--- config.mk ---
export PLATFORM = sky130hd
export DESIGN_NAME = serial_eq_comp
export DESIGN_NICKNAME = d
export VERILOG_FILES = /design/src/rtl/serial_cmp_pkg.sv /design/src/rtl/serial_bit_cmp.sv /design/src/rtl/serial_eq_comp.sv
export SDC_FILE = /design/constraint.sdc
export NUM_CORES = 1
export LEC_CHECK = 0
export CORE_MARGIN = 2
export CORE_UTILIZATION = 49
export CTS_CLUSTER_DIAMETER = 200
export DETAILED_ROUTE_END_ITERATION = 10
export PLACE_DENSITY_LB_ADDON = 0.08
export SYNTH_ARGS = -nofsm -noshare
export SYNTH_HDL_FRONTEND = slang
export SYNTH_SLANG_ARGS = --single-unit
--- constraint.sdc ---
create_clock -name clk -period 1.9 [get_ports clk]
set_clock_uncertainty 0.1 [all_clocks]
set_input_delay 0.19 -clock clk [delete_from_list [all_inputs] [get_ports clk]]
set_output_delay 0.19 -clock clk [all_outputs]
set_load 0.1 [all_outputs]
--- src/rtl/serial_cmp_pkg.sv ---
// Shared types and helpers for the bit-serial magnitude comparator.
//   state_t   : frame FSM states (IDLE, COMPARE, DONE)
//   dec_t     : running MSB-first decision (EQ, GT, LT)
//   cnt_width : width of a counter that must hold values up to w
package serial_cmp_pkg;

  typedef enum logic [1:0] {
    IDLE    = 2'd0,
    COMPARE = 2'd1,
    DONE    = 2'd2
  } state_t;

  typedef enum logic [1:0] {
    EQ = 2'd0,
    GT = 2'd1,
    LT = 2'd2
  } dec_t;

  function automatic int cnt_width(input int w);
    return $clog2(w + 1);
  endfunction

endpackage

--- src/rtl/serial_bit_cmp.sv ---
// One-bit MSB-first decision cell.
//   dec      : current decision register value
//   a_bit    : current bit of operand A
//   b_bit    : current bit of operand B
//   en       : a bit is being accepted this cycle
//   dec_next : decision after this bit
// Only an undecided (EQ) frame can change; the first differing bit
// seen MSB first fixes the result for the rest of the frame.
module serial_bit_cmp
  import serial_cmp_pkg::*;
(
  input  dec_t dec,
  input  logic a_bit,
  input  logic b_bit,
  input  logic en,
  output dec_t dec_next
);

  always_comb begin
    dec_next = dec;
    if (en && (dec == EQ)) begin
      if (a_bit && !b_bit) begin
        dec_next = GT;
      end else if (!a_bit && b_bit) begin
        dec_next = LT;
      end
    end
  end

endmodule

--- src/rtl/serial_eq_comp.sv ---
// Bit-serial unsigned comparator. Operands A and B arrive one bit per
// accepted cycle, MSB first, over a frame of WIDTH bits; at the end of
// the frame exactly one of is_equal / a_gt_b / a_lt_b is raised.
//
// Ports:
//   clk       : rising-edge clock
//   rst_n     : asynchronous active-low reset
//   start     : begin (or restart) a frame; sampled every cycle
//   bit_valid : a_bit/b_bit carry a bit this cycle
//   a_bit     : operand A bit, MSB first
//   b_bit     : operand B bit, MSB first
//   busy      : frame in progress (state COMPARE)
//   done      : one-cycle pulse, result valid
//   is_equal  : A == B for the last completed frame
//   a_gt_b    : A >  B for the last completed frame
//   a_lt_b    : A <  B for the last completed frame
//
// Handshake: a bit is accepted on a rising edge when the FSM is in
// COMPARE, bit_valid=1 and start=0. There is no backpressure; the
// source may leave gaps (bit_valid=0) of any length. start always wins
// over bit_valid, so the bit offered with start is dropped. All outputs
// are registered; results read 0 from the start edge until done.
module serial_eq_comp
  import serial_cmp_pkg::*;
#(
  parameter int WIDTH = 4
) (
  input  logic clk,
  input  logic rst_n,
  input  logic start,
  input  logic bit_valid,
  input  logic a_bit,
  input  logic b_bit,
  output logic busy,
  output logic done,
  output logic is_equal,
  output logic a_gt_b,
  output logic a_lt_b
);

  localparam int CNT_W = cnt_width(WIDTH);
  localparam logic [CNT_W-1:0] LAST = CNT_W'(WIDTH - 1);

  state_t           state;
  dec_t             dec;
  dec_t             dec_next;
  logic [CNT_W-1:0] cnt;
  logic             accept;

  assign accept = (state == COMPARE) && bit_valid && !start;

  serial_bit_cmp u_bit_cmp (
    .dec      (dec),
    .a_bit    (a_bit),
    .b_bit    (b_bit),
    .en       (accept),
    .dec_next (dec_next)
  );

  always_ff @(posedge clk or negedge rst_n) begin
    if (!rst_n) begin
      state    <= IDLE;
      dec      <= EQ;
      cnt      <= '0;
      busy     <= 1'b0;
      done     <= 1'b0;
      is_equal <= 1'b0;
      a_gt_b   <= 1'b0;
      a_lt_b   <= 1'b0;
    end else begin
      done <= 1'b0;
      case (state)
        IDLE, DONE: begin
          if (start) begin
            state    <= COMPARE;
            dec      <= EQ;
            cnt      <= '0;
            busy     <= 1'b1;
            is_equal <= 1'b0;
            a_gt_b   <= 1'b0;
            a_lt_b   <= 1'b0;
          end else begin
            state <= IDLE;
          end
        end
        COMPARE: begin
          if (start) begin
            // Restart: drop everything gathered so far, no done pulse.
            dec <= EQ;
            cnt <= '0;
          end else if (bit_valid) begin
            dec <= dec_next;
            if (cnt == LAST) begin
              // Last bit: results load together with the done pulse.
              state    <= DONE;
              busy     <= 1'b0;
              done     <= 1'b1;
              is_equal <= (dec_next == EQ);
              a_gt_b   <= (dec_next == GT);
              a_lt_b   <= (dec_next == LT);
            end else begin
              cnt <= cnt + CNT_W'(1);
            end
          end
        end
        default: begin
          state <= IDLE;
          busy  <= 1'b0;
        end
      endcase
    end
  end

endmodule

==> reports/results.tsv, run 1 <==
stage	metric	value	unit
min_path	worstHoldPathType	input pin to asynchronous set/reset pin	
drt	antenna_violating_nets_post_route	0	
floorplanning	std_cell_rows	13	
finish	post_route_cells_drive_above_1_share	29.58	%
worst_setup_path	critical_path_arrival	1.84	ns
drt	first_pass_drt_iterations	4	
clock_network	post_cts_hold_buffer_count	0	
sta	hold_violations	0	
clock_network	clkLatencyLatePin	0.28	ns
clock_network	root_buffer	clkbuf_4	
grt	maximum_number_of_pins_on_one_net_before_global_route_repair	13	
synth	yosysTopAreaCellShare	46.07	%
worst_setup_path	cp-start-kind	register	
drt	drt_iter0_markers	6	
synth	yosys.area.top_type	dfrtp_1	
clock_network	cts_setup_buffers	0	
worst_setup_path	rr_startpoint	cnt[0]$_DFFE_PN0P_	
drt	detail_route.wirelength	1210	µm
clock_network	cts_tree	yes	
power	total_power_divided_by_cell_area	1292	nW/µm²
finish	mostFrequentLayoutCells	dfrtp_1 (12), buf_4 (7), a21oi_1 (5), clkdlybuf4s50_1 (5), inv_1 (4)	
sta	setup_failing_eps_final	0	
floorplanning	die_area	1638	µm²
synth	netlist_top_cells_area	dfrtp_1 (46%), mux2_2 (5.2%), a21oi_1 (3.8%), ha_1 (3.8%), buf_6 (3.5%)	
finish	final-instance-count-excl-fill	86	
worst_setup_path	end_kind	register	
drt	wl_per_cell	14.07	µm
grt	first_global_vias	434	
finish	final.fill_count	111	
run	timing.max_cap.violations	0	
synth	yosysUniqueCellTypes	28	
finish	layout-area-overhead-vs-synth	20.73	%
clock_network	h-tree-depth	1	
worst_setup_path	crit-reg2reg-capture	cnt[0]$_DFFE_PN0P_	
worst_setup_path	worstPathRequired	1.98	ns
floorplanning	design.core.area	1269	µm²
synth	postSynthCellCount	57	
grt	groute.usage.overall	18.20	%
floorplanning	design.portCount	11	
sta	fin_setup_tns	0	ns
run_status	outcome	completed	
clock_network	clock_tree.buffer_depth	2	
worst_setup_path	worst_path_most_repeated_cell	ha_1	
synth	seq_total_area_yosys	46.07	%
sta	grt_setup_unrepaired	false	
synth	synthesis.area_per_instance	11.44	µm²
drt	routed-via-count	468	
power	leakage_component_of_the_power	0.3773	nW
finish	multi_input_comb_area	314.1	µm²
sta	tightestPinTransition	0.5428	ns
worst_setup_path	timing.setup.critical_path_class	register to register	
sta	fmax	567.5	MHz
grt	wire_length_of_the_first_global_routing_pass	1876	µm
worst_setup_path	timing.reg2reg.setup_slack	0.14	ns
placement	place_hpwl	917	µm
worst_setup_path	slowest_delay	0.37	ns
clock_network	number_of_clock_buffers_inserted_by_tritoncts	3	
finish	antenna_cells_inserted	0	
worst_setup_path	critPathSlowestCell	dfrtp_1	
finish	final-seq-area	300.3	µm²
placement	routability_driven_placement_congestion_ratio	0.7126	
finish	finalCoreUtilization	62.03	%
drt	routed_via_density	5.442	
synth	syn_area	651.9	µm²
floorplanning	dieHeight	40.48	µm
sta	finalMaxSlewViolations	0	
synth	postSynthRegisterBits	12	
worst_setup_path	crit_path_cell_trace	ha_1, ha_1, and3b_1, o21ai_2, mux2_2	
drt	drc_errors	0	
clock_network	clk_transition_reported_paths	0.08	ns
clock_network	clock-sinks	12	
grt	initial_antenna_violation_count	0	
synth	synth.yosys.warnings	0	
worst_setup_path	worstRegToRegCells	5	
finish	nNetsFinal	80	
floorplanning	start_util	51.38	%
finish	commonest_non_fill_non_tap_cell_in_the_layout	dfrtp_1	
grt	grt_overflow_total	0	
synth	synth_nets	65	
worst_setup_path	cp_max_fo	5	
sta	layout_worst_path_cycle_share	92.75	%
placement	dp.cells	82	
floorplanning	die_width	40.48	µm
power	max-vdd-ir-drop	754.4	µV
sta	relSlewSlack	63.70	%
sta	layout_min_cycle_time	1.762	ns
placement	io_buffers	10	
clock_network	postCtsResizedCells	0	
==> where the power goes <==
part / leakage (nW) / switching, W / internal [W]
registers: 0.158 / 0.0000486 / 0.000311
logic: 0.198 / 0.000306 / 0.000139
clock network: 0.0210 / 0.0000949 / 0.000117
total: 0.377 / 0.000450 / 0.000567
==> stage by stage <==
step / instance area, µm² / hold WS, ns / worst slack [ns] / power [W]
final: 787.0 / 0.1536 / 0.1378 / 0.001016
after global routing: 787.0 / 0.2072 / 0.009878 / 0.001070
after CTS: 787.0 / 0.1708 / 0.1185 / 0.001025
after detailed placement: 750.7 / 0.3949 / 0.1284 / 0.0008145
after global placement: 750.7 / 0.3970 / 0.1224 / 0.0008082
after floorplan: 651.9 / -0.2056 / 0.2652 / 0.0007185
==> cell type report <==
class	count	area share (%)
multi-input combinational	39	39.90
sequential	12	38.16
timing repair buffer	12	13.04
clock buffer	4	4.610
tap	15	2.385
inverter	4	1.908
==> critical path: cells and delay by family (launching register included) <==
kind / cells / cell delay, ns
AND/OR/NAND/NOR: 1 / 0.21
multiplexers: 1 / 0.35
AO/OA/AOI/OAI: 1 / 0.19
adder cells (fa/ha/maj): 2 / 0.43
flip-flops: 1 / 0.37
==> flip-flops by register name (all words and copies together) (netlist names) <==
register / flops
cnt: 3
dec: 2
state: 2
a_gt_b: 1
a_lt_b: 1
busy: 1
done: 1
is_equal: 1
==> kinds of logic (layout without fill, tap and decap cells) <==
| family | after synthesis | in the layout | synth area share [%] |
|---|---|---|---|
| muxes | 3 | 3 | 5.182 |
| and+or+nand+nor | 18 | 18 | 21.50 |
| AOI/OAI and AO/OA | 16 | 16 | 17.66 |
| adders and majority gates | 2 | 2 | 3.838 |
| buffers and inverters | 6 | 20 | 5.757 |
| DFF | 12 | 12 | 46.07 |
==> worst max path at each step <==
stage,start,end,slack [ns]
2_1_floorplan,cnt[0]$_DFFE_PN0P_,cnt[0]$_DFFE_PN0P_,0.27
3_3_place_gp,bit_valid,cnt[0]$_DFFE_PN0P_,0.12
3_5_place_dp,cnt[0]$_DFFE_PN0P_,cnt[1]$_DFFE_PN0P_,0.13
4_1_cts,cnt[0]$_DFFE_PN0P_,cnt[1]$_DFFE_PN0P_,0.12
5_1_grt,cnt[0]$_DFFE_PN0P_,cnt[0]$_DFFE_PN0P_,0.01
6_report,cnt[0]$_DFFE_PN0P_,cnt[0]$_DFFE_PN0P_,0.14
==> routing by layer <==
metal	share of wire, %	wire, µm	GRT usage, %
met2	45	546	26.98
met3	4.9	59	3.333
met4	2.2	27	10.00
met1	48	576	24.66
met5	0	0	0
==> cell usage after synthesis, drive strengths merged <==
cell	number
o211ai	1
nor3	1
nor4	1
buf	2
o41ai	1
and4bb	1
nand3b	1
nor2b	1
and3b	1
mux2	3
nand2b	2
o22ai	1
or2	1
a21oi	5
or2b	1
ha	2
nor2	1
inv	4
a22o	1
a31oi	2
dfrtp	12
nor3b	3
o21ai	3
a32o	2
nand2	2
nand3	2
Power figures use the tool's default switching activity.
==> run 2: changes to the inputs <==
CORE_UTILIZATION = 45   (was 49)
GPL_TIMING_DRIVEN = 0   (was not set)
==> run 2 against run 1 <==
  * Via count grew 2.6%
  * Design area shrank 1.3%
  * Combinational power grew 2%
  * Register-to-register slack lost 0.04 ns
  * First-iteration DRC count shrank 17%
  * Clock power shrank 25%
  * Cell count shrank 2.3%
  * Critical path depth shrank 4
  * Global-route usage shrank 2.8 points
  * Non-clock buffer count shrank 1
  * Setup slack lost 0.035 ns
  * Largest cell class unchanged
==> reports/results.tsv, run 2 (synthesized netlist as in run 1, its figures left out) <==
stage	metric	value	unit
drt	wl_per_cell	13.99	µm
clock_network	root_buffer	clkbuf_4	
sta	setup_failing_eps_final	0	
worst_setup_path	timing.setup.critical_path_class	register to output pin	
worst_setup_path	slowest_delay	0.86	ns
run_status	outcome	completed	
sta	layout_worst_path_cycle_share	94.60	%
finish	mostFrequentLayoutCells	dfrtp_1 (12), a21oi_1 (5), dlygate4sd2_1 (5), inv_1 (4), clkdlybuf4s50_1 (4)	
sta	grt_setup_unrepaired	false	
finish	layout-area-overhead-vs-synth	19.19	%
floorplanning	std_cell_rows	13	
power	leakage_component_of_the_power	0.3805	nW
grt	grt_overflow_total	0	
sta	relSlewSlack	36.22	%
worst_setup_path	critical_path.startpoint	busy$_DFFE_PN0P_	
worst_setup_path	cp_max_fo	3	
worst_setup_path	critPathSlowestCell	dlygate4sd2_1	
worst_setup_path	cp_top_family	buffers and inverters	
finish	largest_register_ffs	3	
power	max-vdd-ir-drop	803.9	µV
power	seq_power_share	36.2	%
placement	routability_driven_placement_congestion_ratio	0.7036	
finish	post_route_cells_drive_above_1_share	21.74	%
clock_network	post_cts_hold_buffer_count	0	
worst_setup_path	crit_path_cell_trace	dlygate4sd2_1	
placement	place_hpwl	835.5	µm
finish	largest-register	cnt	
clock_network	cts_tree	yes	
drt	antenna_violating_nets_post_route	0	
min_path	worst_hold_endpoint	dec[1]$_DFFE_PN0P_	
placement	dpl-instance-area	760.7	µm²
clock_network	h-tree-depth	1	
drt	routed-via-count	480	
worst_setup_path	path_buf_inv	1	
power	p_total	0.0009589	W
clock_network	clock-sinks	12	
worst_setup_path	cp-start-kind	register	
grt	first_global_vias	459	
worst_setup_path	critical_path_arrival	1.51	ns
clock_network	clkLatencyLatePin	0.28	ns
grt	maximum_number_of_pins_on_one_net_before_global_route_repair	13	
sta	tightestPinTransition	0.9605	ns
drt	first_pass_drt_iterations	4	
worst_setup_path	rr_startpoint	cnt[0]$_DFFE_PN0P_	
sta	layout_min_cycle_time	1.797	ns
worst_setup_path	worstPathRequired	1.61	ns
floorplanning	die_area	1769	µm²
finish	nNetsFinal	79	
worst_setup_path	timing.reg2reg.setup_slack	0.10	ns
finish	multi_input_comb_area	314.1	µm²
worst_setup_path	end_kind	output pin	
clock_network	clk_transition_reported_paths	0.08	ns
drt	drt_iter0_markers	5	
power	power.combinational.fraction	47.2	%
power	total_power_divided_by_cell_area	1234	nW/µm²
sta	finalMaxSlewViolations	0	
finish	final-seq-area	300.3	µm²
worst_setup_path	worstRegToRegCells	5	
power	internal-power	0.0005186	W
drt	routed_via_density	5.714	
finish	final_cell_area	777.0	µm²
power	switchingPower	0.0004403	W
clock_network	clock_tree.buffer_depth	2	
grt	initial_antenna_violation_count	0	
grt	wire_length_of_the_first_global_routing_pass	2049	µm
min_path	worstHoldPathType	input pin to register	
finish	final.fill_count	124	
finish	commonest_non_fill_non_tap_cell_in_the_layout	dfrtp_1	
clock_network	cts_setup_buffers	0	
min_path	holdCritStartpoint	start	
finish	top_regs	cnt: 3 flops, dec: 2 flops, state: 2 flops	
sta	hold_violations	0	
floorplanning	design.core.area	1334	µm²
floorplanning	die_width	42.06	µm
clock_network	postCtsResizedCells	5	
floorplanning	design.portCount	11	
clock_network	number_of_clock_buffers_inserted_by_tritoncts	3	
power	power.share.clock	16.7	%
sta	fmax	556.3	MHz
drt	detail_route.wirelength	1175	µm
run	timing.max_cap.violations	0	
min_path	hold-path-cell-count	2	
grt	groute.usage.overall	15.44	%
floorplanning	start_util	48.87	%
power	sw_share	45.92	%
floorplanning	dieHeight	42.06	µm
drt	drc_errors	0	
placement	io_buffers	9	
worst_setup_path	crit-reg2reg-capture	cnt[0]$_DFFE_PN0P_	
finish	antenna_cells_inserted	0	
sta	fin_setup_tns	0	ns
## run 2: cell types whose count changed in the layout (fill, tap and decap cells not counted)
cell,delta
clkbuf_8,-1
buf_4,-7
dlygate4sd2_1,+5
clkdlybuf4s50_1,-1
buf_6,+2
## run 2: power groups by stage
| stage | clock, W | sequential, W | combinational [W] |
|---|---|---|---|
| after floorplan | 0 | 0.000557 | 0.000161 |
| final | 0.000160 | 0.000347 | 0.000452 |
| after global placement | 0 | 0.000353 | 0.000469 |
| after CTS | 0.000162 | 0.000348 | 0.000456 |
| after detailed placement | 0 | 0.000354 | 0.000473 |
| after global routing | 0.000170 | 0.000355 | 0.000476 |
## run 2: layout make-up
cell class | instances | area share, %
sequential | 12 | 38.65
timing repair buffer | 9 | 10.79
multi-input combinational | 39 | 40.42
clock buffer | 3 | 2.899
tap | 15 | 2.415
buffer | 2 | 2.899
inverter | 4 | 1.932
## run 2: metrics by stage
step / setup WS [ns] / hold WS [ns] / instances / utilization [%]
2_1_floorplan: 0.2652 / -0.2056 / 57 / -
3_3_place_gp: 0.1318 / 0.3181 / 81 / 57.04
3_5_place_dp: 0.1193 / 0.3197 / 81 / 57.04
4_1_cts: 0.08603 / 0.02894 / 84 / 58.26
5_1_grt: 0.04290 / 0.06139 / 84 / 58.26
6_report: 0.1026 / 0.02256 / 84 / 58.26
## run 2: worst max path at each step
stage	cells past startpoint	slack, ns	to
2_1_floorplan	5	0.27	cnt[0]$_DFFE_PN0P_
3_5_place_dp	1	0.12	busy
6_report	1	0.10	busy
5_1_grt	1	0.04	busy
3_3_place_gp	1	0.13	busy
4_1_cts	5	0.09	cnt[0]$_DFFE_PN0P_
## run 2: worst register-to-register path, cell delays in order (launching register included)
cell and delay (ns):
dfrtp_1 0.37, ha_1 0.15, ha_1 0.29, and3b_1 0.23
o21ai_2 0.19, mux2_2 0.35
## run 2: per-layer routing
| metal | GRT usage, % | vias to the layer above | wire length, µm |
|---|---|---|---|
| met4 | 9.375 | 0 | 31 |
| met3 | 2.586 | 5 | 42 |
| met1 | 19.89 | 226 | 565 |
| met2 | 24.06 | 12 | 536 |
| met5 | 0 | - | 0 |
| li1 | - | 237 | - |
==> run 3: changes to the inputs <==
clock period = 2.2 ns   (was 1.9 ns; I/O delays follow)
==> run 3 against run 2 <==
  * Die area is the same
  * Via count shrank 0.21%
  * Highest routed layer unchanged
  * Sequential share of layout area shrank 0.31 points
  * Clock power shrank 13%
  * Largest cell class unchanged
  * Sequential cell count is the same
  * Critical endpoint unchanged
  * Cell count is the same
  * Global-route usage shrank 0.18 points
  * Combinational power shrank 9.7%
  * First-iteration DRC count is the same
  * Non-clock buffer count is the same
==> reports/results.tsv, run 3 (synthesized netlist as in run 1, its figures left out) <==
stage	metric	value	unit
clock_network	postCtsResizedCells	0	
sta	relSlewSlack	35.03	%
sta	layout_min_cycle_time	2.108	ns
run_status	outcome	completed	
sta	finalMaxSlewViolations	0	
placement	io_buffers	9	
run	timing.max_cap.violations	0	
worst_setup_path	crit_path_cell_trace	clkdlybuf4s50_1	
power	switchingPower	0.0003832	W
sta	fin_setup_tns	0	ns
floorplanning	dieHeight	42.06	µm
grt	grt.met3_usage	2.586	%
drt	wl_per_cell	14.01	µm
worst_setup_path	timing.setup.critical_path_class	register to output pin	
drt	routed_via_density	5.702	
finish	antenna_cells_inserted	0	
power	total_power_divided_by_cell_area	1084	nW/µm²
drt	detail_route.wirelength	1177	µm
clock_network	clock-sinks	12	
drt	drt_iter0_markers	5	
worst_setup_path	cp_max_fo	3	
power	leakage_component_of_the_power	0.3587	nW
worst_setup_path	cp_top_family	buffers and inverters	
sta	grt_setup_unrepaired	false	
floorplanning	design.core.area	1334	µm²
power	sw_share	45.15	%
worst_setup_path	path_buf_inv	1	
sta	fmax	474.4	MHz
finish	nNetsFinal	79	
clock_network	root_buffer	clkbuf_4	
floorplanning	design.portCount	11	
placement	place_hpwl	835.5	µm
clock_network	post_cts_hold_buffer_count	0	
sta	layout_worst_path_cycle_share	95.82	%
clock_network	h-tree-depth	1	
power	internal-power	0.0004655	W
clock_network	cts_tree	yes	
finish	commonest_non_fill_non_tap_cell_in_the_layout	dfrtp_1	
drt	antenna_violating_nets_post_route	0	
floorplanning	std_cell_rows	13	
worst_setup_path	cp-start-kind	register	
grt	initial_antenna_violation_count	0	
worst_setup_path	critical_path_arrival	1.79	ns
drt	routed-via-count	479	
sta	setup_failing_eps_final	0	
placement	dpl-instance-area	760.7	µm²
placement	routability_driven_placement_congestion_ratio	0.7036	
grt	maximum_number_of_pins_on_one_net_before_global_route_repair	13	
finish	top_regs	cnt: 3 flops, dec: 2 flops, state: 2 flops	
floorplanning	die_width	42.06	µm
clock_network	number_of_clock_buffers_inserted_by_tritoncts	3	
floorplanning	die_area	1769	µm²
worst_setup_path	slowest_delay	1.14	ns
power	power.combinational.fraction	48.1	%
finish	mostFrequentLayoutCells	dfrtp_1 (12), clkdlybuf4s50_1 (9), a21oi_1 (5), inv_1 (4)	
drt	first_pass_drt_iterations	4	
grt	first_global_vias	456	
grt	grt_overflow_total	0	
sta	tightestPinTransition	0.9716	ns
worst_setup_path	critPathSlowestCell	clkdlybuf4s50_1	
grt	global_route.usage.met1	19.62	%
finish	layout-area-overhead-vs-synth	20.15	%
worst_setup_path	end_kind	output pin	
grt	wire_length_of_the_first_global_routing_pass	2021	µm
clock_network	clock_tree.buffer_depth	2	
power	max-vdd-ir-drop	748.3	µV
finish	final_cell_area	783.3	µm²
finish	largest_register_ffs	3	
finish	finalCoreUtilization	58.72	%
floorplanning	start_util	48.87	%
sta	fin_worst_hold_slack	0.05287	ns
worst_setup_path	worstPathRequired	1.88	ns
grt	groute.layer.met2.usage	23.75	%
clock_network	clkLatencyLatePin	0.28	ns
sta	hold_violations	0	
finish	post_route_cells_drive_above_1_share	21.74	%
power	seq_power_share	35.4	%
clock_network	cts_setup_buffers	0	
finish	largest-register	cnt	
power	power.share.clock	16.5	%
min_path	worstHoldPathType	input pin to register	
drt	drc_errors	0	
clock_network	clk_transition_reported_paths	0.08	ns
grt	grt_most_used_layer	met2	
grt	groute.usage.overall	15.26	%
run 3: final timing paths:
check,cells after the start,endpoint,slack (ns),from
hold reg to reg,1,cnt[2]$_DFFE_PN0P_,0.41,cnt[2]$_DFFE_PN0P_
min in group asynchronous,1,cnt[2]$_DFFE_PN0P_,0.19,rst_n
setup reg to reg,5,cnt[0]$_DFFE_PN0P_,0.41,cnt[0]$_DFFE_PN0P_
setup / recovery,1,busy,0.09,busy$_DFFE_PN0P_
hold / removal,2,dec[1]$_DFFE_PN0P_,0.05,start
max in group asynchronous,1,is_equal$_DFFE_PN0P_,1.46,rst_n
run 3: cell type report:
type | count | area, µm²
plain buffers | 2 | 22.52
clock buffers | 3 | 22.52
inverters | 4 | 15.01
fillers | 119 | 550.5
flip-flops and latches | 12 | 300.3
well taps | 15 | 18.77
multi-input cells | 39 | 314.1
repair buffers | 9 | 90.09
run 3: metal layers:
| metal | up-vias | wire length (µm) |
|---|---|---|
| met2 | 12 | 534 |
| met5 | - | 0 |
| li1 | 238 | - |
| met4 | 0 | 31 |
| met3 | 5 | 47 |
| met1 | 224 | 563 |
run 3: metrics by stage:
stage | cells | total power [W] | setup slack (ns)
CTS | 84 | 0.0008525 | 0.08870
finish | 84 | 0.0008487 | 0.09206
floorplan | 57 | 0.0006205 | 0.5652
global route | 84 | 0.0008821 | 0.04777
global placement | 81 | 0.0007101 | 0.4018
detailed placement | 81 | 0.0007149 | 0.3893
run 3: power groups by stage:
| stage | Combinational (W) | Clock (W) | Sequential, W |
|---|---|---|---|
| 2_1_floorplan | 0.000139 | 0 | 0.000481 |
| 3_3_place_gp | 0.000405 | 0 | 0.000305 |
| 3_5_place_dp | 0.000409 | 0 | 0.000306 |
| 4_1_cts | 0.000411 | 0.000140 | 0.000302 |
| 5_1_grt | 0.000428 | 0.000147 | 0.000307 |
| 6_report | 0.000408 | 0.000140 | 0.000301 |
